<file path="config.mk">
export PLATFORM = sky130hd
export DESIGN_NAME = crc_stream
export DESIGN_NICKNAME = d
export VERILOG_FILES = /design/src/rtl/crc_pkg.sv /design/src/rtl/crc_step_comb.sv /design/src/rtl/crc_stream.sv
export SDC_FILE = /design/constraint.sdc
export NUM_CORES = 1
export LEC_CHECK = 0
export ABC_AREA = 1
export BUFFER_PORTS_ARGS = -buffer_cell sky130_fd_sc_hd__buf_4
export CORE_ASPECT_RATIO = 1.2
export CORE_MARGIN = 2
export CORE_UTILIZATION = 57
export CTS_CLUSTER_DIAMETER = 40
export DETAILED_ROUTE_END_ITERATION = 7
export PLACE_DENSITY = 0.83
export SYNTH_ARGS = -nofsm -noshare
export SYNTH_HDL_FRONTEND = slang
export SYNTH_HIERARCHICAL = 1
export SYNTH_SLANG_ARGS = --single-unit
</file>
<file path="constraint.sdc">
create_clock -name clk -period 2.7 [get_ports clk]
set_clock_uncertainty 0.1 [all_clocks]
set_input_delay 0.54 -clock clk [delete_from_list [all_inputs] [get_ports clk]]
set_output_delay 0.54 -clock clk [all_outputs]
set_load 0.01 [all_outputs]
</file>
<file path="src/rtl/crc_pkg.sv">
// crc_pkg: shared FSM state type, bit-reverse helper and standard CRC parameter sets
package crc_pkg;
    typedef enum logic [1:0] {IDLE, RUN, DONE} crc_state_e;
    localparam logic [7:0]  CRC8_POLY        = 8'h07;
    localparam logic [7:0]  CRC8_INIT        = 8'h00;
    localparam logic [7:0]  CRC8_XOR_OUT     = 8'h00;
    localparam logic [15:0] CRC16_CCITT_POLY = 16'h1021;
    localparam logic [15:0] CRC16_CCITT_INIT = 16'hFFFF;
    localparam logic [15:0] CRC16_CCITT_XOR  = 16'h0000;
    localparam logic [31:0] CRC32_POLY       = 32'h04C11DB7;
    localparam logic [31:0] CRC32_INIT       = 32'hFFFFFFFF;
    localparam logic [31:0] CRC32_XOR_OUT    = 32'hFFFFFFFF;
    // Reverses the low w bits of v; bits at and above w come back as zero.
    function automatic logic [63:0] bit_rev(input logic [63:0] v, input int w);
        logic [63:0] r;
        r = '0;
        for (int i = 0; i < 64; i++)
            if (i < w) r[6'(i)] = v[6'(w - 1 - i)];
        return r;
    endfunction
endpackage

</file>
<file path="src/rtl/crc_step_comb.sv">
// crc_step_comb: stateless DATA_W-bit CRC remainder update
// Ports: crc_i current remainder, data_i beat payload, crc_o remainder after all DATA_W bit-steps.
module crc_step_comb #(
    parameter int              CRC_W      = 8,
    parameter int              DATA_W     = 8,
    parameter logic [CRC_W-1:0] POLY      = 8'h07,
    parameter bit              REFLECT_IN = 1'b0
) (
    input  logic [CRC_W-1:0]  crc_i,
    input  logic [DATA_W-1:0] data_i,
    output logic [CRC_W-1:0]  crc_o
);
    if (CRC_W == 1) begin : g_w1
        always_comb begin
            logic d;
            crc_o = crc_i;
            for (int i = 0; i < DATA_W; i++) begin
                d = REFLECT_IN ? data_i[i] : data_i[DATA_W-1-i];
                crc_o = (crc_o ^ d) & POLY[0];
            end
        end
    end else begin : g_wn
        always_comb begin
            logic fb;
            crc_o = crc_i;
            for (int i = 0; i < DATA_W; i++) begin
                fb = crc_o[CRC_W-1] ^ (REFLECT_IN ? data_i[i] : data_i[DATA_W-1-i]);
                crc_o = {crc_o[CRC_W-2:0], 1'b0} ^ (fb ? POLY : {CRC_W{1'b0}});
            end
        end
    end
endmodule

</file>
<file path="src/rtl/crc_stream.sv">
// crc_stream: valid/ready streaming CRC engine with a held finished-CRC output
// Ports: clk/rst_n (async active-low); in_valid/in_ready/in_data/in_last beat input;
//        out_valid/out_ready/out_crc result handshake; busy high while a frame is in progress.
module crc_stream
    import crc_pkg::*;
#(
    parameter int               CRC_W       = 8,
    parameter int               DATA_W      = 8,
    parameter logic [CRC_W-1:0] POLY        = 8'h07,
    parameter logic [CRC_W-1:0] INIT        = '0,
    parameter logic [CRC_W-1:0] XOR_OUT     = '0,
    parameter bit               REFLECT_IN  = 1'b0,
    parameter bit               REFLECT_OUT = 1'b0
) (
    input  logic              clk,
    input  logic              rst_n,
    input  logic              in_valid,
    output logic              in_ready,
    input  logic [DATA_W-1:0] in_data,
    input  logic              in_last,
    output logic              out_valid,
    input  logic              out_ready,
    output logic [CRC_W-1:0]  out_crc,
    output logic              busy
);
    crc_state_e       state_q, state_d;
    logic [CRC_W-1:0] crc_q, crc_d, out_crc_q, out_crc_d, step, fin;
    logic             accept;

    // crc_q sits at INIT whenever the FSM is idle, so it doubles as the frame seed.
    crc_step_comb #(
        .CRC_W(CRC_W), .DATA_W(DATA_W), .POLY(POLY), .REFLECT_IN(REFLECT_IN)
    ) u_step (
        .crc_i(crc_q), .data_i(in_data), .crc_o(step)
    );

    assign in_ready  = state_q != DONE;
    assign out_valid = state_q == DONE;
    assign busy      = state_q == RUN;
    assign out_crc   = out_crc_q;
    assign accept    = in_valid && in_ready;
    assign fin       = (REFLECT_OUT ? CRC_W'(bit_rev(64'(step), CRC_W)) : step) ^ XOR_OUT;

    always_comb begin
        state_d   = state_q;
        crc_d     = crc_q;
        out_crc_d = out_crc_q;
        if (accept) begin
            crc_d     = step;
            state_d   = in_last ? DONE : RUN;
            out_crc_d = in_last ? fin : out_crc_q;
        end
        // Leaving DONE never overlaps an accept, which gives the one-cycle bubble.
        if (state_q == DONE && out_ready) begin
            state_d = IDLE;
            crc_d   = INIT;
        end
    end

    always_ff @(posedge clk or negedge rst_n) begin
        if (!rst_n) begin
            state_q   <= IDLE;
            crc_q     <= INIT;
            out_crc_q <= '0;
        end else begin
            state_q   <= state_d;
            crc_q     <= crc_d;
            out_crc_q <= out_crc_d;
        end
    end
endmodule

</file>
; After elaboration in Yosys (flattened, before gate mapping)
; Index checks and enable logic that the tools add are counted.
[classes]
eq_ne = 3
mux = 13
bitwise_logic = 16
n_reduce_logical = 4
[op_table]
columns = cell, count
row1 = 8-bit XOR, 8
row2 = 3-bit two-way mux, 8
row3 = 8-bit two-way mux, 2
row4 = 1-bit XOR, 8
row5 = 2-bit two-way mux, 3
row6 = 2-bit by 1-bit equality test with 1-bit output (second input constant), 1
row7 = 2-bit equality test (second input constant), 1
row8 = 1-bit logical AND, 2
row9 = 2-bit != test (second input constant), 1
row10 = 2-bit AND reduction, 1
row11 = 2-bit nonzero test, 1
[word_totals]
ff_bits = 18
word_cells = 39

; Longest topological paths before layout
; Gate-level depths: netlist of run 1.
[logic_depth]
ltp_word = 26
depth_mapped = 12
mapped_depth_nobuf = 12

; Modules after synthesis
; The synthesis of run 1 kept the hierarchy.
[modules_own_cells]
columns = module, n_inst, cells_per_inst, area_each_um2, seq_area_each_um2
row1 = crc_stream, 1, 83, 774.5, 450.4
row2 = crc_step_comb, 1, 70, 337.8, 0.0

; Worst setup path after synthesis of run 1
; Ideal clock, no wire load.
[synth_timing]
path_kind = input port to flip-flop
start = input in_data[4]
end = register out_crc_q[4] (netlist: out_crc[4])
setup_time_ns = 0.117
arrival_ns = 1.262
required_ns = 2.483
path_slack_ns = 1.221
stages = 7
path_cell_list = xnor2_1 > xnor2_1 > inv_1 > nand2_1 > nand2_1 > nand4_1 > nand2_1
[synth_via]
elab_chain_len = 7
[synth_lines]
columns = item, line
row1 = from (decl), crc_stream.sv:19  ; input logic [DATA_W-1:0] in_data,
row2 = 1-bit XOR, crc_step_comb.sv:27  ; fb = crc_o[CRC_W-1] ^ (REFLECT_IN ? data_i[i] : data_i[DATA_W-1-i]);
row3 = 3-bit two-way mux, crc_step_comb.sv:28  ; crc_o = {crc_o[CRC_W-2:0], 1'b0} ^ (fb ? POLY : {CRC_W{1'b0}});
row4 = 8-bit XOR (5 in a row), crc_step_comb.sv:28
row5 = via fin[4], crc_stream.sv:27  ; logic [CRC_W-1:0] crc_q, crc_d, out_crc_q, out_crc_d, step, fin;
row6 = to (signal assigned), crc_stream.sv:68  ; out_crc_q <= out_crc_d;
row7 = to (decl), crc_stream.sv:27
; The timed path passes the listed nets, and every way through them passes these cells.
; A chain may end at the register's enable or synchronous reset.

; Final worst setup path of run 1
[layout_timing]
start = register state_q[0]
end = output out_valid
[layout_via]
elab_chain_len = 1
[layout_lines]
columns = item, line
row1 = from (decl), crc_stream.sv:26  ; crc_state_e state_q, state_d;
row2 = from (signal assigned), crc_stream.sv:66  ; state_q <= state_d;
row3 = 2-bit equality test, crc_stream.sv:38  ; assign out_valid = state_q == DONE;
row4 = to (decl), crc_stream.sv:21  ; output logic out_valid,
; Every way passes these cells.

==> results of run 1 <==
-- sequential cells by signal, indices dropped and copies added, names as in the netlist --
| register | flops |
|---|---|
| crc_q | 8 |
| state_q | 2 |
| out_crc | 8 |
-- final cells by class --
cell class / instances / area share, %
tap: 19 / 1.81
timing repair buffer: 24 / 13.9
multi-input combinational: 113 / 42.0
sequential: 18 / 34.4
inverter: 18 / 5.15
clock buffer: 4 / 2.77
-- final timing paths --
| kind | slack [ps] | endpoint | start | cells after the start |
|---|---|---|---|---|
| max in group asynchronous | 1770 | out_crc[0] | rst_n | 2 |
| max reg2reg | 1190 | out_crc[4] | crc_q[4] | 7 |
| min reg2reg | 380 | out_crc[5] | out_crc[5] | 2 |
| min in group asynchronous | 530 | crc_q[1] | rst_n | 2 |
| min | 380 | out_crc[5] | out_crc[5] | 2 |
| max | 840 | out_valid | state_q[0] | 4 |
-- Yosys cell counts, types with 2 or more instances --
cell type	count
nand3_2	2
xor2_1	3
buf_6	2
nand4_1	8
nand2_2	3
nand3_1	12
nand2_1	75
xnor2_2	2
xnor2_1	5
dfrtp_1	18
inv_1	17
-- critical path, stage by stage, from the launching register on --
cell and delay (ps):
dfrtp_1 370, inv_1 160, nand2_2 190, inv_1 90
buf_4 120
-- report_power, final --
part | switching (mW) | leakage, nW | internal, mW
combinational | 0.486 | 0.537 | 0.338
clock | 0.0853 | 0.0210 | 0.0822
sequential | 0.0827 | 0.223 | 0.388
-- layer usage --
layer / up-vias / routed length [um] / track usage (%)
li1: 520 / - / -
met1: 463 / 929 / 28.6
met2: 29 / 1180 / 41.2
met3: 8 / 113 / 2.07
met4: 0 / 66 / 14.1
met5: - / 0 / 0
-- logic make-up (layout without fill, tap and decap cells) --
group                  count (synthesis)  count (layout)  synth area share (%)
flip-flops                            18              18                  40.5
buffers and inverters                 22              46                  10.0
AND/OR/NAND/NOR                      101             101                  39.0
AO/OA/AOI/OAI                          2               2                  1.24
XOR/XNOR                              10              10                  9.22
-- stage by stage --
stage	std cells	cell area [um2]
2_1_floorplan	153	1110
3_3_place_gp	191	1260
3_5_place_dp	191	1260
4_1_cts	196	1310
5_1_grt	196	1310
6_report	196	1310
==> results.ini, run 1 <==
[clock_network]
cts_inserted_buffers = 3
cts_root_buffer = clkbuf_4
cts.repair.resized = 0
tritoncts = done
hold_buffers = 1
htree_levels = 1
post_cts_buffers = 0
clkLatencyLatePin_ps = 300
clkTransAtPathRegs_ps = 100
cts_sinks = 18
cts_max_path_buffers = 2

[placed_design]
dp_slack_ps = 931
portBuffers = 23
place.detailed.hpwl_um = 1770
place.gp.congestion = 0.865

[worst_setup_path]
critPathCaptureType = output port
path_max_fanout = 12
critPathKind = flip-flop to output port
required_ps = 2060
critPathArrivalTime_ps = 1220
worst_setup_path_start_kind = flip-flop

[synth]
ys_ff_latch = 18
syn_inst = 153
synth_nets = 166
yosys_warnings = 6
synthArstFlopShare_pct = 100
synthFlopType = dfrtp_1
synth.distinct_cells = 17
synth_area_leaders = dfrtp_1, nand2_1, inv_1, nand3_1, nand4_1
synth_edf_count = 0
synth_top_area_share_pct = 40.5
yosys.area.top_type = dfrtp_1
syn_area_mm2 = 0.00111
seq_area_frac_synth_pct = 40.5
avgSynthCellArea_um2 = 7.27

[finish]
fillers = 166
layout_commonest_cell = nand2_1
fin_util_pct = 70.9
syn_to_final_growth_pct = 17.9
multi_input_area_um2 = 551
drive_above_1_share_pct = 20.3
final_cell_mix = nand2_1, buf_4, dfrtp_1
register_area_um2 = 450
nNetsFinal = 191
antenna_cells = 0

[timing]
rsz0062_at_grt = false
finalSetupViolations = 0
fin_ws_ps = 836
relSlewSlack_pct = 75.3
slew_viol_final = 0
worst-slew-pin-transition_ps = 371
fmax_mhz = 536
fin_crit_ps = 1860
final.setup.tns_ps = 0
worst_hold_slack_ps = 383
finalCritPeriodShare_pct = 69.1
hold_viol = 0

[power_and_ir_drop]
peakVddDrop_v = 0.000614
finalPower_mw = 1.46
p_per_area_mw_per_mm2 = 1120
p_leak_nw = 0.782

[detailed_routing]
wl_per_cell_um = 11.7
ant_nets = 0
drt_wl_total_um = 2290
dr.pass1.iters = 4
vias = 1020
viasPerCell = 5.20
drtIter0Drc = 14
drc = 0

[global_route]
antenna_found_initial = 0
globalRouteTotalUtil_pct = 24.0
grt_max_degree = 19
first_global_vias = 991
grt_pass1_wl_um = 4010
overflow = 0

[job]
maxCapViolations = 0

[worst_hold_path]
hp-class = flip-flop to flip-flop

[die]
core_mm2 = 0.00185
rows = 17
die_h_um = 52.4
dieArea_mm2 = 0.00232
initial_core_util_pct = 60.1
dieWidth_um = 44.3
io_pins = 24

[status]
status = complete, no violations

Power figures use the tool's default switching activity.
==> run 2: changes to the inputs <==
--- a/config.mk
+++ b/config.mk
@@ -9,10 +9,10 @@
 export BUFFER_PORTS_ARGS = -buffer_cell sky130_fd_sc_hd__buf_4
 export CORE_ASPECT_RATIO = 1.2
 export CORE_MARGIN = 2
-export CORE_UTILIZATION = 57
+export CORE_UTILIZATION = 53
 export CTS_CLUSTER_DIAMETER = 40
 export DETAILED_ROUTE_END_ITERATION = 7
-export PLACE_DENSITY = 0.83
+export PLACE_DENSITY = 0.78
 export SYNTH_ARGS = -nofsm -noshare
 export SYNTH_HDL_FRONTEND = slang
 export SYNTH_HIERARCHICAL = 1
==> constraint.sdc (replaced) <==
create_clock -name clk -period 1.9 [get_ports clk]
set_clock_uncertainty 0.1 [all_clocks]
set_input_delay 0.38 -clock clk [delete_from_list [all_inputs] [get_ports clk]]
set_output_delay 0.38 -clock clk [all_outputs]
set_load 0.01 [all_outputs]
==> run 2 against run 1 <==
  * Clock power grew 46%
  * Critical path depth is the same
  * Die area up 6.9%
  * First-iteration DRC count is 140% higher
  * Sequential share of layout area about the same
  * Register-to-register slack worse by 830 ps
  * Sequential power increased by 43%
  * Design area about the same
  * Via count rose by 0.78%
==> results.ini, run 2 (synthesis gave the netlist of run 1 again) <==
[status]
status = complete, no violations  ; unchanged

[global_route]
antenna_found_initial = 0  ; unchanged
grt_max_degree = 19  ; unchanged
grt_pass1_wl_um = 3910  ; was 4010 um
globalRouteTotalUtil_pct = 21.8  ; was 24.0%
first_global_vias = 971  ; was 991
overflow = 0  ; unchanged

[detailed_routing]
vias = 1028  ; was 1,020
ant_nets = 0  ; unchanged
dr.pass1.iters = 4  ; unchanged
viasPerCell = 5.22  ; was 5.20
wl_per_cell_um = 11.7  ; about the same
drtIter0Drc = 33  ; was 14
drt_wl_total_um = 2300  ; was 2290 um
drc = 0  ; unchanged

[power_and_ir_drop]
finalPower_mw = 2.10  ; was 1.46 mW
p_per_area_mw_per_mm2 = 1600  ; was 1120 mW/mm2
p_leak_nw = 0.782  ; unchanged
peakVddDrop_v = 0.000996  ; was 0.000614 V

[timing]
fmax_mhz = 590
worst_hold_slack_ps = 286  ; was 383 ps
finalCritPeriodShare_pct = 89.1
finalSetupViolations = 0  ; unchanged
hold_viol = 0  ; unchanged
relSlewSlack_pct = 75.0  ; was 75.3%
slew_viol_final = 0  ; unchanged
rsz0062_at_grt = false  ; unchanged
fin_crit_ps = 1690
fin_ws_ps = 206  ; was 836 ps
final.setup.tns_ps = 0  ; unchanged
worst-slew-pin-transition_ps = 376  ; was 371 ps

[die]
core_mm2 = 0.00203  ; was 0.00185 mm2
dieArea_mm2 = 0.00248  ; was 0.00232 mm2
rows = 18  ; was 17
initial_core_util_pct = 54.9  ; was 60.1%
io_pins = 24  ; unchanged
dieWidth_um = 45.8  ; was 44.3 um
die_h_um = 54.2  ; was 52.4 um

[worst_setup_path]
path_max_fanout = 12  ; unchanged
worst_setup_path_start_kind = flip-flop  ; unchanged
critPathArrivalTime_ps = 1210  ; was 1220 ps
critPathKind = flip-flop to output port  ; unchanged
required_ps = 1420  ; was 2060 ps
critPathCaptureType = output port  ; unchanged

[finish]
layout_commonest_cell = nand2_1  ; unchanged
fin_util_pct = 64.8  ; was 70.9%
drive_above_1_share_pct = 20.3  ; unchanged
antenna_cells = 0  ; unchanged
final_cell_mix = nand2_1, buf_4, dfrtp_1  ; unchanged
layout.cells.non_filler = 197  ; was 196
nNetsFinal = 191  ; unchanged
syn_to_final_growth_pct = 18.0  ; was 17.9%
stdcell_area_mm2 = 0.00131  ; about the same

[placed_design]
dp_slack_ps = 299  ; was 931 ps
place.detailed.hpwl_um = 1770  ; about the same
portBuffers = 23  ; unchanged
dp.cells = 192  ; was 191
placed_area_mm2 = 0.00127  ; was 0.00126 mm2
place.gp.congestion = 0.831  ; was 0.865

[clock_network]
clkLatencyLatePin_ps = 300  ; about the same
tritoncts = done  ; unchanged
cts_inserted_buffers = 3  ; unchanged
post_cts_buffers = 0  ; unchanged
cts_sinks = 18  ; unchanged
cts.repair.resized = 0  ; unchanged
cts_root_buffer = clkbuf_4  ; unchanged
clkTransAtPathRegs_ps = 120  ; was 100 ps
cts_max_path_buffers = 2  ; unchanged
htree_levels = 1  ; unchanged

[job]
maxCapViolations = 0  ; unchanged

[worst_hold_path]
hp-class = input pin to flip-flop  ; was flip-flop to flip-flop

run 2: final timing paths:
check / endpoint / slack [ps] / start / depth (start not counted)
max: out_valid / 210 / state_q[0] / 4
min reg2reg: out_crc[6] / 390 / out_crc[6] / 2
min in group asynchronous: crc_q[0] / 370 / rst_n / 2
max reg2reg: out_crc[2] / 360 / crc_q[6] / 12
max in group asynchronous: out_crc[4] / 1130 / rst_n / 2
min: out_crc[3] / 290 / in_last / 3
run 2: worst max-delay path, stage by stage (launching register included):
cell,delay (ps)
dfrtp_1,380
inv_1,150
nand2_2,190
inv_1,90
buf_4,110
run 2: cell type report:
| class | count | area, um2 |
|---|---|---|
| Multi-Input combinational cell | 113 | 551 |
| Sequential cell | 18 | 450 |
| Fill cell | 181 | 714 |
| Tap cell | 20 | 25.0 |
| Inverter | 18 | 67.6 |
| Timing Repair Buffer | 24 | 183 |
| Clock buffer | 4 | 36.3 |
run 2: layer usage:
metal  global-route usage [%]  share of wire [%]
met5                        0                  0
met4                     7.14               0.83
met3                     4.03                5.7
met2                     37.8                 51
met1                     26.9                 42
run 2: power breakdown:
group | internal [mW] | total [mW] | switching, mW
Combinational | 0.480 | 1.18 | 0.704
Clock | 0.117 | 0.245 | 0.128
Sequential | 0.552 | 0.672 | 0.120
Total | 1.15 | 2.10 | 0.952
run 2: what timing repair did:
item                                   4_1_cts  5_1_grt
hold buffers                                 1        0
setup endpoints to repair                    0        0
endpoints found under the hold margin       18        0
==> run 3: changes to the inputs <==
--- a/config.mk
+++ b/config.mk
@@ -9,10 +9,10 @@
 export BUFFER_PORTS_ARGS = -buffer_cell sky130_fd_sc_hd__buf_4
 export CORE_ASPECT_RATIO = 1.2
 export CORE_MARGIN = 2
-export CORE_UTILIZATION = 53
+export CORE_UTILIZATION = 48
 export CTS_CLUSTER_DIAMETER = 40
 export DETAILED_ROUTE_END_ITERATION = 7
-export PLACE_DENSITY = 0.78
+export PLACE_DENSITY_LB_ADDON = 0.15
 export SYNTH_ARGS = -nofsm -noshare
 export SYNTH_HDL_FRONTEND = slang
 export SYNTH_HIERARCHICAL = 1
==> constraint.sdc (replaced) <==
create_clock -name clk -period 1.45 [get_ports clk]
set_clock_uncertainty 0.1 [all_clocks]
set_input_delay 0.29 -clock clk [delete_from_list [all_inputs] [get_ports clk]]
set_output_delay 0.29 -clock clk [all_outputs]
set_load 0.01 [all_outputs]
==> run 3 against run 2 <==
  * The flow now finishes with violations (negative setup slack)
  * Design area increased by 16%
  * Cell count increased by 11%
  * Combinational power increased by 68%
  * Clock power about the same
==> results.ini, run 3 (synthesis gave the netlist of run 1 again) <==
[status]
status = finished, violations left  ; was complete, no violations
violations = negative setup slack

[clock_network]
clkTransAtPathRegs_ps = 100  ; was 120 ps
tritoncts = done  ; unchanged
cts_inserted_buffers = 3  ; unchanged
clkLatencyLatePin_ps = 290  ; was 300 ps
cts_sinks = 18  ; unchanged
cts_root_buffer = clkbuf_4  ; unchanged
htree_levels = 1  ; unchanged
cts_max_path_buffers = 2  ; unchanged

[timing]
fin_crit_ps = 1470
finalCritPeriodShare_pct = 102
relSlewSlack_pct = 80.8  ; was 75.0%
worst-slew-pin-transition_ps = 287  ; was 376 ps
hold_viol = 0  ; unchanged
fmax_mhz = 679
slew_viol_final = 0  ; unchanged
finalSetupViolations = 2  ; was 0
fin_ws_ps = -22.6  ; was 206 ps
rsz0062_at_grt = true  ; was false

[detailed_routing]
wl_per_cell_um = 12.6  ; was 11.7 um
dr.pass1.iters = 5  ; was 4
vias = 1079  ; was 1,028
drtIter0Drc = 38  ; was 33
viasPerCell = 4.95  ; was 5.22
drt_wl_total_um = 2750  ; was 2300 um
ant_nets = 0  ; unchanged
drc = 0  ; unchanged

[worst_setup_path]
ff2ff_setup_slack_ps = -10  ; was 360 ps
path_max_fanout = 2  ; was 12
rr_worst_depth = 12  ; unchanged
required_ps = 1060  ; was 1420 ps
critPathCaptureType = output port  ; unchanged
critPathKind = flip-flop to output port  ; unchanged
reg2reg_from = crc_q[7]  ; was crc_q[6]
crit_path_start = state_q[1]  ; was state_q[0]
worst_setup_path_start_kind = flip-flop  ; unchanged
r2r_end = crc_q[2]  ; was out_crc[2]
critPathArrivalTime_ps = 1080  ; was 1210 ps

[worst_hold_path]
min_from = in_last  ; unchanged
min_path_cells = 3  ; unchanged
hp-class = input pin to flip-flop  ; unchanged
hold_end = out_crc[2]  ; was out_crc[3]

[finish]
final_cell_mix = nand2_1, buf_4, nand2_2, dfrtp_1, inv_1  ; was nand2_1, buf_4, dfrtp_1
drive_above_1_share_pct = 38.5  ; was 20.3%
fillers = 206  ; was 181
nNetsFinal = 202  ; was 191
antenna_cells = 0  ; unchanged
register_area_um2 = 452  ; was 450 um2
multi_input_area_um2 = 654  ; was 551 um2
syn_to_final_growth_pct = 36.4  ; was 18.0%
layout_commonest_cell = nand2_1  ; unchanged

[die]
core_mm2 = 0.00223  ; was 0.00203 mm2
rows = 19  ; was 18
initial_core_util_pct = 49.8  ; was 54.9%
io_pins = 24  ; unchanged
dieArea_mm2 = 0.00272  ; was 0.00248 mm2
dieWidth_um = 47.9  ; was 45.8 um
die_h_um = 56.7  ; was 54.2 um

[job]
maxCapViolations = 0  ; unchanged

[global_route]
grtUsageMet2_pct = 36.6  ; was 37.8%
globalRouteTotalUtil_pct = 21.5  ; was 21.8%
first_global_vias = 1022  ; was 971
gr-max-usage-layer = met2  ; unchanged
grt_use_met1_pct = 26.6  ; was 26.9%
grt_pass1_wl_um = 4190  ; was 3910 um
grtUsageMet3_pct = 2.25  ; was 4.03%
overflow = 0  ; unchanged
grt_max_degree = 19  ; unchanged
antenna_found_initial = 0  ; unchanged

[power_and_ir_drop]
p_leak_nw = 0.855  ; was 0.782 nW
p_per_area_mw_per_mm2 = 2060  ; was 1600 mW/mm2
finalPower_mw = 3.12  ; was 2.10 mW
peakVddDrop_v = 0.00129  ; was 0.000996 V

[placed_design]
place.gp.congestion = 0.823  ; was 0.831
dp_slack_ps = -53.0  ; was 299 ps
place.detailed.hpwl_um = 1860  ; was 1770 um
portBuffers = 23  ; unchanged

## run 3: final cells by class
| type | instances | area share, % |
|---|---|---|
| Timing Repair Buffer | 35 | 18.5 |
| Clock buffer | 3 | 1.48 |
| Multi-Input combinational cell | 113 | 43.1 |
| Sequential cell | 18 | 29.8 |
| Inverter | 18 | 4.62 |
| Tap cell | 31 | 2.56 |
## run 3: power by group
| group | switching, mW | total, mW | internal, mW |
|---|---|---|---|
| registers | 0.172 | 0.897 | 0.725 |
| logic | 1.11 | 1.98 | 0.873 |
| clock network | 0.151 | 0.248 | 0.0967 |
| total | 1.43 | 3.12 | 1.69 |
## run 3: stage by stage
step	utilization [%]	instances	instance area [um2]	hold slack [ps]	TNS, ps
after floorplan	-	153	1110	-106	0
after global placement	58.6	207	1310	73.2	-82.7
after detailed placement	58.6	207	1310	80.5	-116
after CTS	62.0	214	1390	197	-45.3
after global routing	67.9	218	1520	210	-633
final	67.9	218	1520	208	-32.4
## run 3: worst max-delay path by stage
stage | end | cells past startpoint | slack, ps
5_1_grt | out_crc[1] | 12 | -100
3_3_place_gp | out_crc[5] | 8 | -50
2_1_floorplan | out_crc[0] | 11 | 110
6_report | busy | 3 | -20
4_1_cts | out_crc[1] | 12 | -20
3_5_place_dp | out_crc[5] | 8 | -50
## run 3: what timing repair did
action,CTS,global route
setup buffers,3,4
pin swaps,6,19
endpoints found under the setup margin,11,19
endpoints found under the hold margin,18,0
gates resized for setup,7,29
hold buffers,1,0
## run 3: layer usage
| layer | wire length [um] | share of wire (%) | vias to the layer above |
|---|---|---|---|
| met5 | 0 | 0 | - |
| met4 | 16 | 0.58 | 0 |
| met3 | 92 | 3.3 | 2 |
| met2 | 1480 | 54 | 18 |
| met1 | 1160 | 42 | 516 |
| li1 | - | - | 543 |
## run 3: worst max-delay path, cell delays in order, from the launching register on
cell and delay [ps]:
dfrtp_2 460, buf_6 140, nor2_4 80, buf_6 110
